`config.mk`:
```
export PLATFORM = sky130hd
export DESIGN_NAME = memory
export DESIGN_NICKNAME = d
export VERILOG_FILES = /design/src/rtl/memory.sv
export SDC_FILE = /design/constraint.sdc
export NUM_CORES = 2
export LEC_CHECK = 0
export ABC_AREA = 1
export CAP_MARGIN = 20
export CORE_MARGIN = 4
export CORE_UTILIZATION = 40
export CTS_CLUSTER_SIZE = 8
export DETAILED_ROUTE_END_ITERATION = 7
export GPL_ROUTABILITY_DRIVEN = 0
export PLACE_DENSITY_LB_ADDON = 0.05
export SLEW_MARGIN = 20
export SYNTH_ARGS = -nofsm -noshare
export SYNTH_HDL_FRONTEND = slang
export SYNTH_SLANG_ARGS = --single-unit
```
`constraint.sdc`:
```
create_clock -name clk -period 3.2 [get_ports clk]
set_input_delay 0.32 -clock clk [delete_from_list [all_inputs] [get_ports clk]]
set_output_delay 0.32 -clock clk [all_outputs]
set_load 0.05 [all_outputs]
```
`src/rtl/memory.sv`:
```
// Unified 256x8 memory: two combinational read ports (fetch, data) and one
// clocked write port on the data address; the lower program region is write-protected.
module memory #(
  parameter int Width      = 256,
  parameter int addr_width = 8,
  parameter int Depth      = 8,
  parameter int Data_base  = 128
) (
  input  logic                  clk,
  input  logic                  rst_n,
  input  logic [addr_width-1:0] addr1,
  input  logic [addr_width-1:0] addr2,
  input  logic [Depth-1:0]      Wdata,
  input  logic                  WEn,
  output logic [Depth-1:0]      Rdata1,
  output logic [Depth-1:0]      Rdata2
);

  localparam logic [addr_width-1:0] DATA_BASE_ADDR = addr_width'(Data_base);

  logic [Depth-1:0] Mem [Width];
  logic             wr_allowed;

  assign wr_allowed = rst_n && WEn && (addr2 >= DATA_BASE_ADDR);

  // The array carries preloaded program contents, so reset only gates writes
  // and never clears storage.
  always_ff @(posedge clk) begin
    if (wr_allowed) begin
      Mem[addr2] <= Wdata;
    end
  end

  assign Rdata1 = Mem[addr1];
  assign Rdata2 = Mem[addr2];

endmodule

```
==> key figures <==
Global route
  • First-pass GRT wire length: 561,000 µm
  • Vias in the first global route: 85.6k
  • All-Layer GR Usage: 0.290
  • Initial antenna violation count: 8
  • Global route overflow: 0
  • Largest net degree at the start of global routing: 153

Synth
  • Synth warn: 0
  • Largest family of logic cells by synthesized area: simple AND/OR/NAND/NOR gates
  • Flops & latches, synth: 2,048
  • Syn avg cell area: 8.90 µm²
  • Seq/Total Area, Yosys: 0.611
  • Synth Area in Adders: 0
  • Synth Area in Compound Gates: 0.0208
  • XOR/XNOR share of the synthesized area: 0
  • Mapped Area: 101,000 µm²
  • Library cells used by synthesis: 22
  • Post-Syn Instances: 11.3k
  • Synth Area in Simple Gates: 0.332
  • Mux contribution to synthesized area: 0

Worst setup path
  • WS Path Type: input pin to output port
  • Worst setup SP type: input pin
  • CP Cell Sequence: clkdlybuf4s50_1 > buf_4 > buf_12 > nor2_4 > buf_4 > o21ai_0 > nand2_1 > nor2_1 > nor2_1 > nor2_2 > nand2_4 > buf_12
  • Critical path capture point type: output port
  • Crit-path max FO: 16
  • Worst endpoint required time: 2.88 ns
  • Slowest stage delay, CP: 0.60 ns
  • Arr. time, crit path: 2.85 ns
  • Slowest CP cell: buf_4

STA
  • Fmax: 0.315 GHz
  • Least-Margin Pin Slew: 0.961 ns
  • Min cycle time layout: 3.17 ns
  • Fin. max-slew vios: 0
  • Hold Vio Cnt, Final: 0
  • Slew HR: 0.359
  • WHS: 0.0350 ns
  • Final period util: 0.991
  • RSZ-0062 raised after global routing: yes
  • Final setup fails: 0

Pwr
  • Max VDD drop: 0.573 mV
  • P_leak: 51.2 nW
  • Switching power of the nets: 17.3 mW
  • Internal power: 50.4 mW
  • Sequential share of power: 0.463
  • Pwr Density: 544 nW/µm²
  • Power share of the combinational group: 0.121
  • Switching portion of total power: 0.256
  • Clk network pwr share: 0.417
  • Total power: 67.7 mW

Clocking
  • Clk slew on worst S/H paths: 0.05 ns
  • Root Buffer: clkbuf_16
  • Clock Sinks: 2,048
  • H-tree levels: 5
  • Cts bufs inserted: 306
  • CTS Buffer Depth: 4
  • CTS tree: done

Min path
  • Hold Path Sink: Mem[220][3]
  • Hold path depth: 1
  • HP Class: input pin to flop
  • Min-delay src: Wdata[3]

Floorplanning
  • Die Area: 260,000 µm²
  • Core area: 250,000 µm²
  • Die width: 510 µm
  • Die boundary height: 510 µm
  • Initial cell density of the core: 0.403
  • IO Pins: 43
  • Row Count: 183

Finish
  • Register bank with the most flops: Mem
  • Number of nets in the layout: 12.8k
  • Area Overhead vs Synth: 23.6%
  • Share of cells above drive strength 1: 0.115
  • Layout Cells excl Fill: 16.1k
  • Util after Layout: 0.499
  • Largest registers: Mem x2048
  • Largest register FFs: 2,048
  • # fillers: 23.3k

Drt
  • Post-route ant nets: 0
  • Pre-Repair DR Iteration Count: 8
  • Avg WL per Cell: 23.8 µm
  • Detailed router's first-iteration violation count: 9,149
  • DR DRC count: 0
  • Vias per std cell: 5.45
  • Routed WL: 382,000 µm
  • Vias: 87.6k

Placement
  • I/O Buffers: 42
  • Post-DP HPWL: 241,000 µm
  • Dpl cells: 15.7k

Job
  • Max-cap violation count: 0

Outcome
  • Status: complete, no violations
## worst max-delay path by stage
stage | from | end | slack (ns) | cells after the start
finish | addr2[4] | Rdata2[3] | 0.03 | 12
global route | Mem[136][5] | Rdata2[5] | -0.08 | 15
floorplan | addr2[2] | Mem[178][0] | 0.76 | 5
CTS | Mem[217][2] | Rdata2[2] | -0.02 | 12
global placement | addr2[7] | Rdata2[6] | -0.90 | 14
detailed placement | addr2[7] | Rdata2[6] | -0.84 | 14
## worst max-delay path: cells and delay by family
family	cells	cell delay, ns
buffers and inverters	5	1.44
AND/OR/NAND/NOR	6	0.76
AO/OA/AOI/OAI	1	0.29
## Yosys cell counts
library cell	number	area, µm²
buf_6	3	33.8
edfxtp_1	2048	61500
o21ai_0	74	370
nor2_1	310	1160
a21oi_1	96	480
inv_1	33	124
buf_4	8	60.1
buf_1	109	409
buf_2	392	1960
clkbuf_1	276	1040
clkinv_1	3	11.3
inv_2	6	22.5
conb_1	1	3.75
nor4_1	4	25.0
nand4_1	176	1100
nor3_1	1	5.00
nor2_4	1	11.3
nor2_2	1	6.26
nand2_1	5404	20300
a22oi_1	104	781
nand3_1	2165	10800
o21ai_1	93	465
## power by group through the flow
stage / Combinational [mW] / Clock, mW / Sequential, mW
after global placement: 7.78 / 0 / 31.8
after floorplan: 4.06 / 0 / 31.7
after detailed placement: 7.81 / 0 / 31.8
after global routing: 8.83 / 29.8 / 31.4
after CTS: 7.96 / 28.8 / 31.3
final: 8.17 / 28.2 / 31.3
## timing repair
item / CTS / global route
setup endpoints to repair: 16 / 16
gates resized for setup: 172 / 205
gates cloned: 2 / 0
hold endpoints to repair: 277 / 0
setup buffers: 3 / 10
pin swaps: 37 / 112
hold buffers: 5 / 0
## cell type report
| type | instances | area, µm² | area share |
|---|---|---|---|
| antenna | 6 | 15.0 | 0.000121 |
| clock buffer | 314 | 7790 | 0.0626 |
| clock inverter | 11 | 118 | 0.000945 |
| inverter | 42 | 265 | 0.00213 |
| multi-input combinational | 9453 | 40700 | 0.327 |
| sequential | 2048 | 61500 | 0.494 |
| tap | 3330 | 4170 | 0.0335 |
| timing repair buffer | 880 | 9870 | 0.0793 |
| timing repair inverter | 1 | 8.76 | 0.0000704 |
## cells by family after synthesis
group | after synthesis
other | 1
and+or+nand+nor | 8062
AOI/OAI and AO/OA | 367
DFF | 2048
buffers and inverters | 830
## routing by layer
metal / global-route usage / wire length, µm / share of wire / vias up
met5: 0 / 21 / 0.000055 / -
met1: 0.387 / 157000 / 0.41 / 42600
met3: 0.0450 / 29500 / 0.077 / 910
met4: 0.141 / 20500 / 0.054 / 4
li1: - / - / - / 40200
met2: 0.462 / 175000 / 0.46 / 3959
## per-stage QoR
| step | worst slack, ns | cell area [µm²] | TNS, ns |
|---|---|---|---|
| 6_report | 0.0281 | 124000 | 0 |
| 5_1_grt | -0.0771 | 124000 | -0.122 |
| 4_1_cts | -0.0238 | 124000 | -0.0238 |
| 3_5_place_dp | -0.840 | 115000 | -40.98 |
| 3_3_place_gp | -0.901 | 115000 | -43.67 |
| 2_1_floorplan | 0.758 | 105000 | 0 |
## cell usage in the layout (no fill, tap or decap), types with 10 or more instances in the layout
cell	n
nand2_1	5346
nand3_1	2071
edfxtp_1	2048
conb_1	1024
buf_4	586
clkbuf_16	311
buf_12	241
nor2_1	237
nand4_1	176
a22oi_1	101
a21oi_1	92
o21ai_1	87
nand3_2	82
o21ai_0	51
nand2_2	48
nor2_2	38
nor2_4	37
inv_1	23
buf_6	23
o21ai_2	18
nand3_4	12
o21ai_4	11
nand2_4	10
Note: power is estimated with default switching activity, not from simulation.
